<file path="config.mk">
export PLATFORM = sky130hd
export DESIGN_NAME = ea_sequencer
export DESIGN_NICKNAME = d
export VERILOG_FILES = /design/src/rtl/ea_sequencer.sv
export SDC_FILE = /design/constraint.sdc
export NUM_CORES = 1
export LEC_CHECK = 0
export BUFFER_PORTS_ARGS = -buffer_cell sky130_fd_sc_hd__buf_2
export CORE_AREA = 10 10 79 81
export DETAILED_ROUTE_END_ITERATION = 8
export DIE_AREA = 0 0 89 91
export PLACE_DENSITY_LB_ADDON = 0.2
export SYNTH_ARGS = -nofsm -noshare
export SYNTH_HDL_FRONTEND = slang
export SYNTH_SLANG_ARGS = --single-unit
</file>
<file path="constraint.sdc">
create_clock -name clk_i -period 1.49 [get_ports clk_i]
set_clock_uncertainty 0.2 [all_clocks]
set_input_delay 0.0745 -clock clk_i [delete_from_list [all_inputs] [get_ports clk_i]]
set_output_delay 0.0745 -clock clk_i [all_outputs]
set_load 0.01 [all_outputs]
</file>
<file path="src/rtl/ea_sequencer.sv">
// ea_sequencer: resolves PDP-8 memory-reference effective addresses.
// It handles direct (page zero / current page) and indirect references, and
// autoindex pre-increment write-back for locations AI_LO..AI_HI. It drives
// the memory_controller request port with single-cycle request pulses.
//
// Optional feature macro: AUTOINDEX_EN
//   defined   : indirect references through AI_LO..AI_HI write ptr+1 back and return it
//   undefined : no autoindex write-back; those references behave as plain indirect
//
// Ports:
//   clk_i             system clock
//   reset_i           synchronous, active-high reset
//   start_i           request EA resolution (sampled only in IDLE)
//   instr_i[11:0]     instruction: [8]=indirect, [7]=current page, [6:0]=offset
//   pc_i[11:0]        address of the instruction being resolved
//   mem_read_data_i   read data from the memory controller
//   mem_address_o     request address
//   mem_write_data_o  request write data
//   mem_read_enable_o read request pulse
//   mem_read_type_o   read type (always DATA_READ)
//   mem_write_enable_o write request pulse
//   ea_o              resolved effective address (holds between strobes)
//   ea_valid_o        one-cycle strobe, ea_o valid
//   busy_o            high from the cycle after acceptance until ea_valid_o

`ifndef DATA_READ
`define DATA_READ 1'b0
`endif

module ea_sequencer #(
  parameter logic [11:0] AI_LO = 12'o0010,
  parameter logic [11:0] AI_HI = 12'o0017
) (
  input  logic        clk_i,
  input  logic        reset_i,
  input  logic        start_i,
  input  logic [11:0] instr_i,
  input  logic [11:0] pc_i,
  input  logic [11:0] mem_read_data_i,
  output logic [11:0] mem_address_o,
  output logic [11:0] mem_write_data_o,
  output logic        mem_read_enable_o,
  output logic        mem_read_type_o,
  output logic        mem_write_enable_o,
  output logic [11:0] ea_o,
  output logic        ea_valid_o,
  output logic        busy_o
);

  localparam int unsigned AW = 12;

  typedef enum logic [2:0] {
    IDLE     = 3'd0,
    IND_RD   = 3'd1,
    IND_WAIT = 3'd2,
`ifdef AUTOINDEX_EN
    AI_WR    = 3'd3,
`endif
    DONE     = 3'd4
  } state_e;

  // Where an indirect through an autoindex location goes after the pointer read.
`ifdef AUTOINDEX_EN
  localparam state_e AI_NEXT = AI_WR;
`else
  localparam state_e AI_NEXT = DONE;
`endif

  state_e          state_q, state_d;
  logic [AW-1:0]   addr_q, addr_d;
  logic [AW-1:0]   mem_address_q, mem_address_d;
  logic [AW-1:0]   mem_write_data_q, mem_write_data_d;
  logic            rd_en_q, rd_en_d;
  logic            wr_en_q, wr_en_d;
  logic            rd_type_q, rd_type_d;
  logic [AW-1:0]   ea_q, ea_d;
  logic            ea_valid_q, ea_valid_d;
  logic            busy_q, busy_d;

  logic [AW-1:0]   direct_c;
  logic            ai_hit_c;
  logic            unused_c;

  // Direct address: page zero or the page holding the instruction.
  assign direct_c = instr_i[7] ? {pc_i[11:7], instr_i[6:0]} : {5'b0, instr_i[6:0]};
  assign ai_hit_c = (addr_q >= AI_LO) && (addr_q <= AI_HI);

  // Opcode bits and in-page pc bits do not contribute to the EA.
  assign unused_c = ^{instr_i[11:9], pc_i[6:0]};

  // State and output registers.
  always_ff @(posedge clk_i) begin
    if (reset_i) begin
      state_q          <= IDLE;
      addr_q           <= '0;
      mem_address_q    <= '0;
      mem_write_data_q <= '0;
      rd_en_q          <= 1'b0;
      wr_en_q          <= 1'b0;
      rd_type_q        <= `DATA_READ;
      ea_q             <= '0;
      ea_valid_q       <= 1'b0;
      busy_q           <= 1'b0;
    end else begin
      state_q          <= state_d;
      addr_q           <= addr_d;
      mem_address_q    <= mem_address_d;
      mem_write_data_q <= mem_write_data_d;
      rd_en_q          <= rd_en_d;
      wr_en_q          <= wr_en_d;
      rd_type_q        <= rd_type_d;
      ea_q             <= ea_d;
      ea_valid_q       <= ea_valid_d;
      busy_q           <= busy_d;
    end
  end

  // Next-state and next-output logic; pulses default low every cycle.
  always_comb begin
    state_d          = state_q;
    addr_d           = addr_q;
    mem_address_d    = mem_address_q;
    mem_write_data_d = mem_write_data_q;
    rd_en_d          = 1'b0;
    wr_en_d          = 1'b0;
    rd_type_d        = `DATA_READ;
    ea_d             = ea_q;
    ea_valid_d       = 1'b0;
    busy_d           = busy_q;

    case (state_q)
      IDLE: begin
        if (start_i) begin
          addr_d  = direct_c;
          busy_d  = 1'b1;
          state_d = instr_i[8] ? IND_RD : DONE;
          if (!instr_i[8]) ea_d = direct_c;
        end
      end
      IND_RD: begin
        mem_address_d = addr_q;
        rd_en_d       = 1'b1;
        state_d       = IND_WAIT;
      end
      IND_WAIT: begin
        // Read data belongs to the pulse issued last cycle; ea doubles as ptr.
        ea_d    = mem_read_data_i;
        state_d = ai_hit_c ? AI_NEXT : DONE;
      end
`ifdef AUTOINDEX_EN
      AI_WR: begin
        mem_address_d    = addr_q;
        mem_write_data_d = ea_q + AW'(1);
        wr_en_d          = 1'b1;
        ea_d             = ea_q + AW'(1);
        state_d          = DONE;
      end
`endif
      DONE: begin
        ea_valid_d = 1'b1;
        busy_d     = 1'b0;
        state_d    = IDLE;
      end
      default: begin
        state_d = IDLE;
      end
    endcase
  end

  assign mem_address_o      = mem_address_q;
  assign mem_write_data_o   = mem_write_data_q;
  assign mem_read_enable_o  = rd_en_q;
  assign mem_read_type_o    = rd_type_q;
  assign mem_write_enable_o = wr_en_q;
  assign ea_o               = ea_q;
  assign ea_valid_o         = ea_valid_q;
  assign busy_o             = busy_q;

endmodule

</file>
==> impl_metrics.toml <==
[status]
status = "finished, violations left"
violations = "hold timing, setup timing"

[final_layout]
seq_area_um2 = 850
syn2layout_area_growth_pct = 38.6
final_nets = 348
drive_above_1_share_pct = 38.7
final_core_util_pct = 58.4
multiInputGateArea_um2 = 997
fin_area_mm2 = 0.00272
antennaDiodeCount = 0
nFillCells = 421

[place]
io_buffer_count = 55
gp_congestion = 0.785
dp_hpwl_mm = 3.84
dpl-instance-area_mm2 = 0.00226

[floorplan]
core_mm2 = 0.00466
io_pins = 80
dieArea_mm2 = 0.00810
start_util_pct = 42.1
die_h_um = 91
rows = 25
die_w_um = 89

[logic_synthesis]
synth_top_area_cell = "dfxtp_1"
synth_top_area_share_pct = 42.9
ys_warn_count = 0
yosysSeqAreaShare_pct = 42.9
syn_inst = 227
synth_cell_types = 29
avgSynthCellArea_um2 = 8.64
ys_ff_latch = 42
ys_top_cells_by_area = "dfxtp_1 (43%), nand2_1 (9.2%), buf_4 (6.9%), a21oi_1 (6.1%), or4b_2 (4.1%)"
syn_area_mm2 = 0.00196

[critical_path]
crit_buf_inv = 1
critPathLaunchType = "flop"
critPathTopFamily = "simple AND/OR/NAND/NOR gates"
cp_data_required_time_ns = 1.44
reg2regPathDepth = 4
slowest_delay_ns = 0.56
r2r_start = "state_q[1]"
crit_type = "flop to flop"
crit_fanout = 13
critPathSlowestCell = "or4b_4"
r2r-end = "ea_o[1]"
critPathCaptureType = "flop"
cp_cell_sequence = "or4b_4 > buf_12 > nor3_2 > nor4_1"
rrSetupSlack_ns = -0.16
arrival_ns = 1.60

[sta]
rsz0062_at_grt = "true"
layout_setup_ws_ns = -0.163
hold_viol = 1
fin_crit_ns = 1.65
slew_headroom_pct = 47.8
finalCritPeriodShare_pct = 111
worst_pin_slew_ns = 0.783
hold_ws_ns = -0.00306
drv_slew = 0
max_freq_ghz = 0.605
setup_viol = 37

[grt]
gr-total-overflow = 0
track_usage_pct = 13.5
grt_first_pass_wirelength_mm = 8.87
antenna_found_initial = 0
grt_max_degree = 43
first_global_vias = 1858

[clock_network]
root_buffer = "clkbuf_8"
cts_tree = "yes"
clockBufferDepth = 2
cts_inserted_buffers = 5
cts_sinks = 42
cts_max_level = 2
clk_latency_ns = 0.29
clk_pin_slew_ns = 0.08

[pwr]
leakage_nw = 1.15
worst_ir_drop_vdd_mv = 0.634
power_density_mw_per_mm2 = 944
power_mw = 2.57

[worst_hold_path]
holdCritStartpoint = "mem_read_data_i[4]"
min_path_type = "primary input to flop"
hold_path_depth = 4
hold-path-endpoint = "ea_o[4]"

[run]
cap_violations = 0

[detailed_routing]
antenna_left = 0
routedWlPerCell_um = 15.0
first_pass_iters = 4
drt-total-wl_mm = 5.44
via_per_inst = 5.07
drcViolationCount = 0
drt-initial-drc-count = 45
dr_total_vias = 1846
==> logic make-up after synthesis <==
group,after synthesis,share of synthesized area (%)
other,1,0.191
flip-flops,42,42.9
AO/OA/AOI/OAI,42,11.9
buffers and inverters,35,12.5
AND/OR/NAND/NOR,107,32.5
==> flip-flops by register name, summed over array words and instances (netlist names) <==
register           flops
ea_valid_o             1
busy_o                 1
state_q                3
mem_address_o         12
ea_o                  12
mem_read_enable_o      1
addr_q                12
==> timing repair <==
| action | 4_1_cts | 5_1_grt |
|---|---|---|
| hold endpoints to repair | 24 | 0 |
| setup endpoints to repair | 39 | 38 |
| hold buffers | 13 | 0 |
| pin swaps | 6 | 5 |
| gates resized for setup | 28 | 11 |
| setup buffers | 9 | 1 |
==> metrics by stage <==
| stage | TNS, ns | setup slack [ns] | hold WS, ns | std cells |
|---|---|---|---|---|
| floorplan | -1.46 | -0.0906 | -0.0415 | 240 |
| global placement | -8.35 | -0.271 | 0.146 | 333 |
| detailed placement | -9.71 | -0.308 | 0.149 | 333 |
| CTS | -3.66 | -0.170 | 0.0527 | 363 |
| global route | -5.36 | -0.210 | 0.0809 | 364 |
| finish | -3.22 | -0.163 | -0.00306 | 364 |
==> worst register-to-register path: stages (launching register included) <==
cell     delay [ns]
dfxtp_4        0.36
or4b_4         0.57
buf_12         0.18
nor3_2         0.14
nor4_1         0.06
==> where the power goes <==
group | switching [mW] | internal (mW)
registers | 0.0363 | 1.18
clock network | 0.390 | 0.500
logic | 0.243 | 0.224
total | 0.669 | 1.90
==> synth_stat cells <==
library cell	n
a2111oi_0	3
a2111oi_1	2
a211oi_1	1
a21oi_1	24
buf_2	6
buf_4	18
buf_6	5
clkbuf_1	5
clkbuf_2	1
conb_1	1
dfxtp_1	42
nand2_1	48
nand3_1	5
nor2_1	5
nor2_2	1
nor2_4	1
nor2b_2	1
nor3_1	12
nor3_2	7
nor3b_1	1
nor3b_2	2
nor4_1	8
nor4b_1	1
nor4b_4	1
o21ai_0	12
or3b_2	1
or4b_1	4
or4b_2	8
or4b_4	1
==> how the worst max path moves through the flow <==
stage	start	cells past startpoint	end
after floorplan	state_q[2]	5	ea_o[0]
final	state_q[1]	4	ea_o[1]
after global placement	state_q[1]	4	ea_o[4]
after detailed placement	state_q[1]	4	addr_q[10]
after global routing	state_q[0]	6	ea_o[1]
after CTS	state_q[1]	4	ea_o[1]
==> layout by cell type (no fill, tap or decap), types with 9 or more instances in the layout <==
cell type      Yosys  final
dfxtp_1           42     39
nor3_1            12     12
buf_4             18     19
nand2_1           48     48
dlygate4sd3_1      0     13
buf_2              6     55
a21oi_1           24     24
or4b_4             1      9
conb_1             1     14
o21ai_1            0      9
==> routing by layer <==
metal / vias up / part of all wire [%] / GRT usage, %
li1: 936 / - / -
met2: 52 / 48 / 22.4
met4: 0 / 1.8 / 5.04
met5: - / 0 / 0
met1: 849 / 44 / 16.1
met3: 9 / 6.1 / 3.57
==> area by class of cell <==
cell class / instances / share of cell area [%]
timing repair buffer: 97 / 25.6
tap: 54 / 2.48
sequential: 42 / 31.2
clock inverter: 2 / 1.38
clock buffer: 6 / 2.67
multi-input combinational: 163 / 36.7
Note: power is estimated with default switching activity, not from simulation.
